**config.mk**
```make
export PLATFORM = sky130hd
export DESIGN_NAME = clk_div_ctrl_flat
export DESIGN_NICKNAME = d
export VERILOG_FILES = /design/src/rtl/clk_div_pkg.sv /design/src/rtl/clk_div_ctrl_if.sv /design/src/rtl/clk_div_core.sv /design/src/rtl/clk_div_ctrl.sv /design/src/flat_wrapper.sv
export SDC_FILE = /design/constraint.sdc
export NUM_CORES = 1
export LEC_CHECK = 0
export CAP_MARGIN = 25
export CORE_MARGIN = 4
export CORE_UTILIZATION = 32
export CTS_BUF_LIST = sky130_fd_sc_hd__clkbuf_8
export DETAILED_ROUTE_END_ITERATION = 10
export DONT_BUFFER_PORTS = 1
export SYNTH_ARGS = -nofsm -noshare
export SYNTH_HDL_FRONTEND = slang
export SYNTH_SLANG_ARGS = --single-unit
```
**constraint.sdc**
```tcl
create_clock -name clk -period 6.6 [get_ports clk]
set_input_delay 0.99 -clock clk [delete_from_list [all_inputs] [get_ports clk]]
set_output_delay 0.99 -clock clk [all_outputs]
set_load 0.005 [all_outputs]
```
**src/rtl/clk_div_pkg.sv**
```systemverilog
// Shared types and helpers for the clock divider controller.
//   state_e     : controller FSM states
//   CntWDefault : default counter / divide-value width
//   clamp_div() : maps a requested half-period of 0 onto 1
package clk_div_pkg;

  typedef enum logic [1:0] {
    StIdle,
    StRun,
    StStop
  } state_e;

  localparam int unsigned CntWDefault = 8;

  // A half-period of zero clk cycles is meaningless; the shortest legal one is 1.
  function automatic int unsigned clamp_div(input int unsigned v);
    return (v == 32'd0) ? 32'd1 : v;
  endfunction

endpackage

```
**src/rtl/clk_div_ctrl_if.sv**
```systemverilog
// Control / status bundle between the config registers and the divider controller.
//   en         : run request (level)
//   div_val    : requested half-period length in clk cycles
//   div_load   : div_val valid
//   div_ready  : controller can accept div_val
//   clk_div    : divided clock
//   tick       : one-cycle pulse on every clk_div transition
//   busy       : controller not idle
//   period_cnt : count of clk_div falling edges (only with CLK_DIV_CTRL_PERIOD_CNT_EN)
// master = register/config side, slave = controller side.
interface clk_div_ctrl_if
  import clk_div_pkg::*;
#(
  parameter int unsigned CNT_W = CntWDefault
) ();

  logic             en;
  logic [CNT_W-1:0] div_val;
  logic             div_load;
  logic             div_ready;
  logic             clk_div;
  logic             tick;
  logic             busy;
`ifdef CLK_DIV_CTRL_PERIOD_CNT_EN
  logic [15:0]      period_cnt;

  modport master (
    output en, div_val, div_load,
    input  div_ready, clk_div, tick, busy, period_cnt
  );

  modport slave (
    input  en, div_val, div_load,
    output div_ready, clk_div, tick, busy, period_cnt
  );
`else
  modport master (
    output en, div_val, div_load,
    input  div_ready, clk_div, tick, busy
  );

  modport slave (
    input  en, div_val, div_load,
    output div_ready, clk_div, tick, busy
  );
`endif

endinterface

```
**src/rtl/clk_div_core.sv**
```systemverilog
// Counting datapath of the clock divider.
//   clk, rst_n : system clock, asynchronous active-low reset
//   run        : count this cycle (controller in RUN or STOP)
//   clr        : controller leaves for IDLE this cycle; restart counter from 0
//   load_en    : write load_val into the active half-period register
//   load_val   : new half-period length (already clamped, >= 1)
//   tc         : terminal count this cycle (combinational)
//   clk_div    : divided clock, registered
//   tick       : registered pulse following every terminal count
//   period_cnt : clk_div falling-edge counter (only with CLK_DIV_CTRL_PERIOD_CNT_EN)
module clk_div_core #(
  parameter int unsigned CNT_W       = 8,
  parameter int unsigned DEFAULT_DIV = 10
) (
  input  logic             clk,
  input  logic             rst_n,
  input  logic             run,
  input  logic             clr,
  input  logic             load_en,
  input  logic [CNT_W-1:0] load_val,
  output logic             tc,
  output logic             clk_div,
`ifdef CLK_DIV_CTRL_PERIOD_CNT_EN
  output logic [15:0]      period_cnt,
`endif
  output logic             tick
);

  logic [CNT_W-1:0] cnt_q, cnt_d;
  logic [CNT_W-1:0] active_q;
  logic             clk_div_q;
  logic             tick_q;

  assign tc = run && (cnt_q == (active_q - CNT_W'(1)));

  always_comb begin
    cnt_d = cnt_q + CNT_W'(1);
    if (!run || tc || clr) begin
      cnt_d = '0;
    end
  end

  // active_q only changes at a terminal count or while idle, i.e. whenever the
  // counter restarts from 0, so the compare never overshoots a shorter ratio.
  always_ff @(posedge clk or negedge rst_n) begin
    if (!rst_n) begin
      cnt_q     <= '0;
      active_q  <= CNT_W'(DEFAULT_DIV);
      clk_div_q <= 1'b0;
      tick_q    <= 1'b0;
    end else begin
      cnt_q  <= cnt_d;
      tick_q <= tc;
      if (load_en) begin
        active_q <= load_val;
      end
      if (tc) begin
        clk_div_q <= ~clk_div_q;
      end
    end
  end

`ifdef CLK_DIV_CTRL_PERIOD_CNT_EN
  logic [15:0] period_q;

  always_ff @(posedge clk or negedge rst_n) begin
    if (!rst_n) begin
      period_q <= 16'd0;
    end else if (tc && clk_div_q) begin
      period_q <= period_q + 16'd1;
    end
  end

  assign period_cnt = period_q;
`endif

  assign clk_div = clk_div_q;
  assign tick    = tick_q;

endmodule

```
**src/rtl/clk_div_ctrl.sv**
```systemverilog
// Run-time controller for the programmable clock divider: starts/stops clk_div
// without runt phases and accepts new half-period lengths over a valid/ready
// handshake, applying them only at half-period boundaries.
//   clk, rst_n : system clock, asynchronous active-low reset
//   bus        : clk_div_ctrl_if slave (en, div_val/div_load/div_ready,
//                clk_div, tick, busy, optional period_cnt)
// Build option: define CLK_DIV_CTRL_PERIOD_CNT_EN to add the period_cnt output.
module clk_div_ctrl
  import clk_div_pkg::*;
#(
  parameter int unsigned CNT_W       = CntWDefault,
  parameter int unsigned DEFAULT_DIV = 10
) (
  input logic           clk,
  input logic           rst_n,
  clk_div_ctrl_if.slave bus
);

  state_e           state_q, state_d;
  logic             pending_q, pending_d;
  logic [CNT_W-1:0] pend_div_q, pend_div_d;

  logic             run;
  logic             clr;
  logic             tc;
  logic             clk_div_cur;
  logic             clk_next;
  logic             xfer;
  logic             load_en;
  logic [CNT_W-1:0] load_val;
  logic [CNT_W-1:0] req_div;

  assign run     = (state_q != StIdle);
  assign req_div = CNT_W'(clamp_div(32'(bus.div_val)));
  assign xfer    = bus.div_load && !pending_q;

  // The en rule in RUN looks at clk_div after any toggle from this cycle's TC.
  always_comb begin
    state_d  = state_q;
    clk_next = tc ? ~clk_div_cur : clk_div_cur;
    unique case (state_q)
      StIdle: begin
        if (bus.en) state_d = StRun;
      end
      StRun: begin
        if (!bus.en) state_d = clk_next ? StStop : StIdle;
      end
      StStop: begin
        // Re-enable wins over the final fall: at TC the output drops and counting
        // simply continues, giving an ordinary low half-period.
        if (bus.en) begin
          state_d = StRun;
        end else if (tc) begin
          state_d = StIdle;
        end
      end
      default: state_d = StIdle;
    endcase
  end

  assign clr = run && (state_d == StIdle);

  // Ratio routing: idle loads go straight through; while running a value is
  // parked in pend_div until the next half-period boundary (TC or entry to IDLE).
  always_comb begin
    load_en    = 1'b0;
    load_val   = req_div;
    pending_d  = pending_q;
    pend_div_d = pend_div_q;
    if (!run) begin
      load_en = xfer;
    end else if (tc || clr) begin
      pending_d = 1'b0;
      if (pending_q) begin
        load_en  = 1'b1;
        load_val = pend_div_q;
      end else begin
        load_en = xfer;
      end
    end else if (xfer) begin
      pending_d  = 1'b1;
      pend_div_d = req_div;
    end
  end

  always_ff @(posedge clk or negedge rst_n) begin
    if (!rst_n) begin
      state_q    <= StIdle;
      pending_q  <= 1'b0;
      pend_div_q <= CNT_W'(DEFAULT_DIV);
    end else begin
      state_q    <= state_d;
      pending_q  <= pending_d;
      pend_div_q <= pend_div_d;
    end
  end

  clk_div_core #(
    .CNT_W       (CNT_W),
    .DEFAULT_DIV (DEFAULT_DIV)
  ) u_core (
    .clk        (clk),
    .rst_n      (rst_n),
    .run        (run),
    .clr        (clr),
    .load_en    (load_en),
    .load_val   (load_val),
    .tc         (tc),
    .clk_div    (clk_div_cur),
`ifdef CLK_DIV_CTRL_PERIOD_CNT_EN
    .period_cnt (bus.period_cnt),
`endif
    .tick       (bus.tick)
  );

  assign bus.clk_div   = clk_div_cur;
  assign bus.div_ready = ~pending_q;
  assign bus.busy      = run;

endmodule

```
**src/flat_wrapper.sv**
```systemverilog
// flat-port wrapper written by rule: the top's interface ports become plain ports
module clk_div_ctrl_flat import clk_div_pkg::*;
#(
  parameter int unsigned CNT_W       = CntWDefault,
  parameter int unsigned DEFAULT_DIV = 10
)
  (clk, rst_n, bus_en, bus_div_val, bus_div_load, bus_div_ready, bus_clk_div, bus_tick, bus_busy);
  clk_div_ctrl_if #(.CNT_W(CNT_W)) bus_i ();
  input logic clk;
  input logic rst_n;
  input wire logic [$bits(bus_i.en)-1:0] bus_en;
  input wire logic [$bits(bus_i.div_val)-1:0] bus_div_val;
  input wire logic [$bits(bus_i.div_load)-1:0] bus_div_load;
  output wire logic [$bits(bus_i.div_ready)-1:0] bus_div_ready;
  output wire logic [$bits(bus_i.clk_div)-1:0] bus_clk_div;
  output wire logic [$bits(bus_i.tick)-1:0] bus_tick;
  output wire logic [$bits(bus_i.busy)-1:0] bus_busy;
  assign bus_i.en = bus_en;
  assign bus_i.div_val = bus_div_val;
  assign bus_i.div_load = bus_div_load;
  assign bus_div_ready = bus_i.div_ready;
  assign bus_clk_div = bus_i.clk_div;
  assign bus_tick = bus_i.tick;
  assign bus_busy = bus_i.busy;
  clk_div_ctrl #(.CNT_W(CNT_W), .DEFAULT_DIV(DEFAULT_DIV)) u_core (.clk(clk), .rst_n(rst_n), .bus(bus_i));
endmodule
```
# After elaboration in Yosys (flattened, before gate mapping)
# Cells that the tools add are included.
[op_classes]
muxes = 17
add_sub_neg = 2
n_eq_ne = 3
reduce_logical = 15
n_mul = 0
div_mod_pow = 0
shift = 0
magnitude_cmp = 0
bitwise_logic = 3
[op_table]
columns = ["op", "n"]
rows = [
  ["two-way mux 8 bit", 5],
  ["two-way mux 2 bit", 5],
  ["adder 8 x 1 -> 8 bit, second input constant", 1],
  ["== test 8 bit", 1],
  ["zero test 8 bit", 1],
  ["subtractor 8 x 1 -> 8 bit, second input constant", 1],
  ["two-way mux 1 bit", 6],
  ["case mux 2 bit (3 select lines)", 1],
  ["zero test 2 bit", 2],
  ["nonzero test 2 bit", 2],
  ["logical AND 1 bit", 3],
  ["logical OR 1 bit", 3],
  ["NOT 1 bit", 3],
  ["AND reduction 3 bit", 1],
  ["== test 2 x 1 -> 1 bit, second input constant", 1],
  ["== test 2 bit, second input constant", 1],
  ["zero test 1 bit", 2],
  ["AND reduction 2 bit", 1],
]
[word_totals]
latchBits = 0
ff_bits = 29
wordCells = 47
romBits = 0
ram_bits = 0
out_inout_bits = 4
mem_count = 0

# Depth between registers and ports, before layout
# Gate-level depths: netlist of run 1.
[logic_depth]
ltp_word = 12
depth_mapped = 10
depth_no_buf = 9

# Cells and area by module
# From an unflattened synthesis of run 1, not the netlist that was laid out.
[hier_totals]
cells_unflattened = 146
hier_area_um2 = 1656.6
[by_module_without_submodules]
columns = ["mod", "cells_each", "area_each_um2", "n_inst"]
rows = [
  ["clk_div_core", 94, 1028.5, 1],
  ["clk_div_ctrl", 52, 628.1, 1],
]

# Worst setup path after synthesis of run 1
# No wires, ideal clock.
[synth_timing]
path_kind = "reg2reg"
from = "register u_core.u_core.active_q[1]"
to = "register u_core.u_core.active_q[2]"
n_path_buf = 1
t_required_ps = 6475
synth_period_minus_slack_ps = 2770
path_slack_ps = 3830
stages_incl_launch_ff = 11
arrival_time_ps = 2646
path_cell_list = "dfstp_2 > inv_1 > ha_1 > clkbuf_1 > o21ba_1 > a221oi_1 > a41oi_1 > a211o_1 > a21oi_4 > mux2_1 > mux2_2"
[synth_between]
elab_chain_cells = 12
[synth_lines]
columns = ["element", "line", "text"]
rows = [
  ["from (decl)", "clk_div_core.sv:30", "logic [CNT_W-1:0] active_q;"],
  ["from (signal assigned)", "clk_div_core.sv:48", "active_q <= CNT_W'(DEFAULT_DIV);"],
  ["from (signal assigned)", "clk_div_core.sv:55", "active_q <= load_val;"],
  ["subtractor 8 x 1 -> 8 bit (*)", "clk_div_core.sv:34", "assign tc = run && (cnt_q == (active_q - CNT_W'(1)));"],
  ["== test 8 bit (*)", "clk_div_core.sv:34", ""],
  ["logical AND 1 bit (*)", "clk_div_core.sv:34", ""],
  ["two-way mux 1 bit", "--", ""],
  ["two-way mux 2 bit (2 in a row)", "clk_div_ctrl.sv:46", "if (!bus.en) state_d = clk_next ? StStop : StIdle;"],
  ["case mux 2 bit (3 select lines)", "clk_div_ctrl.sv:41", "unique case (state_q)"],
  ["zero test 2 bit", "clk_div_ctrl.sv:61", "assign clr = run && (state_d == StIdle);"],
  ["logical AND 1 bit", "clk_div_ctrl.sv:61", ""],
  ["logical OR 1 bit (*)", "clk_div_ctrl.sv:72", "end else if (tc || clr) begin"],
  ["two-way mux 8 bit / two-way mux 1 bit (equally long branches)", "clk_div_ctrl.sv:72", ""],
  ["two-way mux 8 bit / two-way mux 1 bit (equally long branches)", "clk_div_ctrl.sv:70", "if (!run) begin"],
]
# Mark *: on every way between the ends. The rest lies on a longest branch, timed or not.
# A chain may end at the register's enable or synchronous reset.

# Worst setup path in the final report of run 1
# Same ends and word-level chain as after synthesis.

==> results of run 1 <==
## report_power, final
group / switching (mW) / internal, mW
combinational: 0.105 / 0.120
clock: 0.0641 / 0.121
sequential: 0.0668 / 0.247
total: 0.236 / 0.488
## cells in the final DEF (no fill, tap or decap), drive strengths merged, types with 2 or more instances in the layout
cell type	n
a211oi	2
a21oi	8
and2	2
and3	2
clkbuf	6
dfrtp	25
dfstp	4
ha	2
inv	4
mux2	20
mux2i	4
nand2	7
nand2b	3
nand3	8
nor2	13
nor3	4
nor4	2
o21ai	2
o21bai	2
xnor2	8
xor2	9
## area by class of cell
cell class,count,area share
Multi-Input combinational cell,110,0.4690
Sequential cell,29,0.4118
Tap cell,67,0.04725
Clock buffer,6,0.04654
Clock inverter,2,0.01904
Inverter,3,0.006347
## layer usage
| layer | up-vias | part of all wire | GRT usage | routed length (um) |
|---|---|---|---|---|
| met1 | 514 | 0.42 | 0.1320 | 1327 |
| met5 | - | 0 | 0 | 0 |
| met3 | 5 | 0.038 | 0.02638 | 121 |
| li1 | 519 | - | - | - |
| met4 | 0 | 0.021 | 0.05245 | 65 |
| met2 | 20 | 0.52 | 0.1875 | 1639 |
## cells by family (layout without fill, tap and decap cells)
kind of cell | Yosys count | in the layout | share of synthesized area
xor+xnor | 17 | 17 | 0.09371
mux | 24 | 24 | 0.1669
buf+inv | 7 | 11 | 0.01653
compound gates | 22 | 22 | 0.1055
simple gates | 45 | 45 | 0.1417
fa+ha+maj | 2 | 2 | 0.01575
flops | 29 | 29 | 0.4598
## state kept, by name, indices dropped and copies added (netlist names)
signal / count
u_core.pend_div_q: 8
u_core.state_q: 2
u_core.u_core.clk_div: 1
u_core.u_core.active_q: 8
u_core.u_core.cnt_q: 8
u_core.pending_q: 1
u_core.u_core.tick: 1
## worst max-delay path, stage by stage, from the launching register on
cell      delay, ns
dfstp_2        0.57
inv_1          0.06
ha_1           0.29
o21bai_1       0.20
a211oi_1       0.26
o21bai_1       0.15
a211o_1        0.36
a21oi_4        0.32
mux2_1         0.37
mux2_2         0.27
## worst max path at each step
stage	from	endpoint	slack (ns)	depth (start not counted)
after global placement	u_core.u_core.active_q[1]	u_core.u_core.active_q[2]	3.78	9
final	u_core.u_core.active_q[1]	u_core.u_core.active_q[2]	3.64	9
after detailed placement	u_core.u_core.active_q[1]	u_core.u_core.active_q[2]	3.64	9
after CTS	u_core.u_core.active_q[1]	u_core.u_core.active_q[2]	3.63	9
after global routing	u_core.u_core.active_q[1]	u_core.u_core.active_q[2]	3.47	9
after floorplan	u_core.u_core.active_q[1]	u_core.u_core.active_q[2]	3.83	10
## stage by stage
step / worst slack [ns] / instance area, sq um / total power [mW]
6_report: 3.644 / 1774 / 0.7244
5_1_grt: 3.475 / 1774 / 0.7749
4_1_cts: 3.626 / 1774 / 0.7355
3_5_place_dp: 3.642 / 1658 / 0.5455
3_3_place_gp: 3.783 / 1658 / 0.5317
2_1_floorplan: 3.830 / 1589 / 0.4895
==> impl_metrics.toml, run 1 <==
[run_status]
outcome = "finished clean"

[drt]
vias = 1058
vias_per_cell = 4.876
dr.pass1.iters = 4
post_drt_wl_per_cell_um = 14.53
drc_errors = 0
first_iter_violations = 35
ant_nets = 0
wirelength_um = 3153

[yosys]
syn-cell-area_sq_um = 1589
syn_inst = 146
synth_top_cell_by_area = "dfrtp_1"
ys.flop_type = "dfrtp_1"
synth_top_area_frac = 0.3937
synth_commonest_cells = "25 x dfrtp_1, 14 x mux2_2, 13 x nor2_1"
synth-seq-cells = 29
synth_cell_types = 38
synth.avg_cell_area_sq_um = 10.88
synth_edf_count = 0
mappedNetlistNets = 160
synth_most_common_cell = "dfrtp_1"
seq_area_frac_synth = 0.4598
synth.area.top_cells = "dfrtp_1 39%, mux2_2 9.9%, dfstp_2 6.6%, xor2_1 5.0%, xnor2_1 4.4%"
ys_warn_count = 0
ys_async_sr_fraction = 1.000

[flow_run]
maxCapViolations = 0

[worst_setup_path]
cp.required_ns = 6.76
path_max_fanout = 8
end_kind = "flip-flop"
path_class = "reg -> reg"
r2r_setup_slack_ns = 3.64
r2r_cells = 9
cp.arrival_ns = 3.12
cp-start-kind = "flip-flop"
worst_r2r_startpoint = "u_core.u_core.active_q[1]"
rr_endpoint = "u_core.u_core.active_q[2]"

[global_route]
grt_max_degree = 30
track_usage = 0.1108
antenna_found_initial = 0
grt_pass1_vias = 1091
grt_overflow = 0
grt_pass1_wl_um = 5361

[power]
power.density_nw_per_um2 = 408.3
p_leak_nw = 0.7421
ir_worst_vdd_uv = 168.8

[cts]
hold_buffers = 0
cts_tree = "done"
clock_path_buffers = 2
cts_setup_buffers = 0
cts_root_buffer = "clkbuf_8"
h-tree-depth = 2
worstSkewPairLatency_ns = 0.27
cts_sinks = 29
path_clk_slew_ns = 0.06
cts-resized-gates = 0
cts_inserted_buffers = 5

[placed_design]
dp_hpwl_um = 2366
gp_congestion = 0.7859
place_inst = 209
portBuffers = 0

[die]
die_h_um = 78.47
dieWidth_um = 78.47
dieArea_sq_um = 6157
initial_core_util = 0.3342
core-area_sq_um = 4755
rows = 25
ios = 16

[timing]
drv_slew = 0
rsz0062_at_grt = "false"
fin_setup_tns_ns = 0
worst_slew_pin_slew_ns = 0.4907
setup_violations = 0
relSlewSlack = 0.6694
post-route-period-util = 0.4479
final_hold_viol_count = 0
whs_ns = 0.4049
fin_skew_ns = 0.007658
period_needed_ns = 2.956
max_freq_mhz = 338.3

[layout]
area_delta_synth_final_pct = 11.65
multi_input_area_sq_um = 832.0
final_nets = 163
seq_area_sq_um = 730.7
antennaDiodeCount = 0
instances_no_fill = 217
utilization = 0.3732
drive_gt1_frac = 0.1933
n_fill_cell = 492

[worst_hold_path]
hold_class = "in -> async"
Power figures use the tool's default switching activity.
==> run 2, diff against run 1 <==
- clock period: 6.6 -> 2.62 ns (I/O delays scaled with it)
==> run 2 against run 1 <==
- register-to-register slack got worse by 3.6 ns
- hold slack worse by 0.23 ns
- critical endpoint is now u_core.u_core.active_q[7]
- non-clock buffer count up 18
- cell count up 8.3%
- via count is 8.3% higher
- first-iteration DRC count rose by 100%
- setup slack lost 3.6 ns
- final area increased by 11%
==> impl_metrics.toml, run 2 (synthesized netlist as in run 1, its figures left out) <==
[worst_setup_path]
end_kind = "flip-flop"
cp.arrival_ns = 2.74
crit_slowest_cell = "dfstp_2"
crit_chain = "inv_2 -> ha_4 -> o21bai_1 -> a211oi_1 -> o21bai_1 -> a211o_1 -> a21oi_4 -> buf_4 -> mux2_4 -> mux2_2"
cp_num_buf_inv = 2
cp.required_ns = 2.78
cp-start-kind = "flip-flop"
startpoint = "u_core.u_core.active_q[1]"
critPathMaxStageDelay_ns = 0.53
path_common_cell = "o21bai_1"
path_max_fanout = 7
worst_path_dominant_cell_family = "compound AO/OA/AOI/OAI gates"
path_class = "reg -> reg"
worst_r2r_startpoint = "u_core.u_core.active_q[1]"

[layout]
final_common_cell = "dfrtp_1"
drive_gt1_frac = 0.3393
final_cell_mix = "25 x dfrtp_1, 14 x mux2_2, 14 x buf_4, 13 x nor2_1, 9 x xor2_1"
area_delta_synth_final_pct = 23.94
antennaDiodeCount = 0
top_regs = "u_core.pend_div_q (8), u_core.u_core.active_q (8), u_core.u_core.cnt_q (8)"
final_nets = 181

[timing]
whs_ns = 0.1753
relSlewSlack = 0.6872
rsz0062_at_grt = "true"
period_needed_ns = 2.584
fin_skew_ns = 0.007623
worst_slew_pin_slew_ns = 0.4643
setup_violations = 0
final_hold_viol_count = 0
post-route-period-util = 0.9862
drv_slew = 0
max_freq_mhz = 387.0
setup_ws_ns = 0.03627

[drt]
vias_per_cell = 4.877
first_iter_violations = 71
vias = 1146
wirelength_um = 3399
drc_errors = 0
dr.pass1.iters = 4
ant_nets = 0
post_drt_wl_per_cell_um = 14.46

[global_route]
track_usage = 0.1279
grt_max_degree = 30
grtUsageMet2 = 0.2158
busiest_layer = "met2"
gr-usage-met1 = 0.1445
antenna_found_initial = 0
grt_use_met3 = 0.03899
grt_overflow = 0
grt_pass1_vias = 1284
grt_pass1_wl_um = 6106

[placed_design]
pre_cts_ws_ns = -0.09018
dp_hpwl_um = 2506
gp_congestion = 0.9506
portBuffers = 0

[cts]
cts_inserted_buffers = 5
h-tree-depth = 2
cts_sinks = 29
cts_tree = "done"
worstSkewPairLatency_ns = 0.28
cts_root_buffer = "clkbuf_8"
path_clk_slew_ns = 0.06
clock_path_buffers = 2

[power]
p_leak_nw = 0.8507
power.density_nw_per_um2 = 983.1
ir_worst_vdd_uv = 500.0
finalPower_mw = 1.936

[run_status]
outcome = "finished clean"

[worst_hold_path]
worstHoldStart = "bus_en"
hold_class = "in -> reg"

[die]
initial_core_util = 0.3342
rows = 25
dieWidth_um = 78.47
dieArea_sq_um = 6157
die_h_um = 78.47
ios = 16
core-area_sq_um = 4755

[flow_run]
maxCapViolations = 0
run 2: changes by cell type in the layout (fill, tap and decap cells not counted), sizes merged:
| cell | change |
|---|---|
| clkinv | +2 |
| dlygate4sd3 | +1 |
| clkbuf | -1 |
| buf | +17 |
| bufinv | -1 |
run 2: worst reg2reg max path, stage by stage (launching register included):
cell      delay [ns]
dfstp_2         0.53
inv_2           0.05
ha_4            0.18
o21bai_1        0.17
a211oi_1        0.22
o21bai_1        0.13
a211o_1         0.32
a21oi_4         0.18
buf_4           0.15
mux2_4          0.28
mux2_2          0.26
run 2: layer usage:
metal	vias to the layer above	share of wire
met2	19	0.50
met4	0	0.029
met5	-	0
met1	562	0.43
li1	556	-
met3	9	0.035
run 2: path summary, 6_finish.rpt:
check	endpoint	slack, ns	cells past startpoint
worst max-delay path	u_core.u_core.active_q[7]	0.04	10
worst min-delay path	u_core.state_q[1]	0.18	1
worst max register to register	u_core.u_core.active_q[7]	0.04	10
worst min register to register	u_core.pend_div_q[6]	0.51	1
max in group asynchronous	u_core.pend_div_q[3]	1.83	2
min in group asynchronous	u_core.u_core.active_q[0]	0.56	2
run 2: final cells by class:
type	instances	area, sq um
inverters	3	11.26
clock inverters	3	13.76
flip-flops and latches	29	730.7
well taps	67	83.83
fillers	487	2785
clock buffers	5	68.82
repair buffers	18	175.2
multi-input cells	110	885.9
run 2: metrics by stage:
| step | setup TNS [ns] | std cells | area (sq um) | util |
|---|---|---|---|---|
| after CTS | 0 | 234 | 1943 | 0.4087 |
| after global placement | -0.05421 | 222 | 1803 | 0.3792 |
| final | 0 | 235 | 1969 | 0.4142 |
| after detailed placement | -0.5050 | 222 | 1803 | 0.3792 |
| after global routing | -0.1647 | 235 | 1969 | 0.4142 |
| after floorplan | -0.7993 | 146 | 1634 | - |
run 2: what timing repair did:
| action | CTS | global route |
|---|---|---|
| hold buffers | 2 | 0 |
| setup endpoints to repair | 6 | 13 |
| pin swaps | 3 | 2 |
| setup buffers | 2 | 1 |
| endpoints found under the hold margin | 29 | 0 |
| gates resized for setup | 0 | 3 |
| gates cloned | 0 | 0 |
run 2: report_power, final:
group	internal [mW]	switching, mW	leakage [nW]
Combinational	0.454	0.365	0.443
Clock	0.180	0.166	0.0491
Sequential	0.622	0.149	0.359
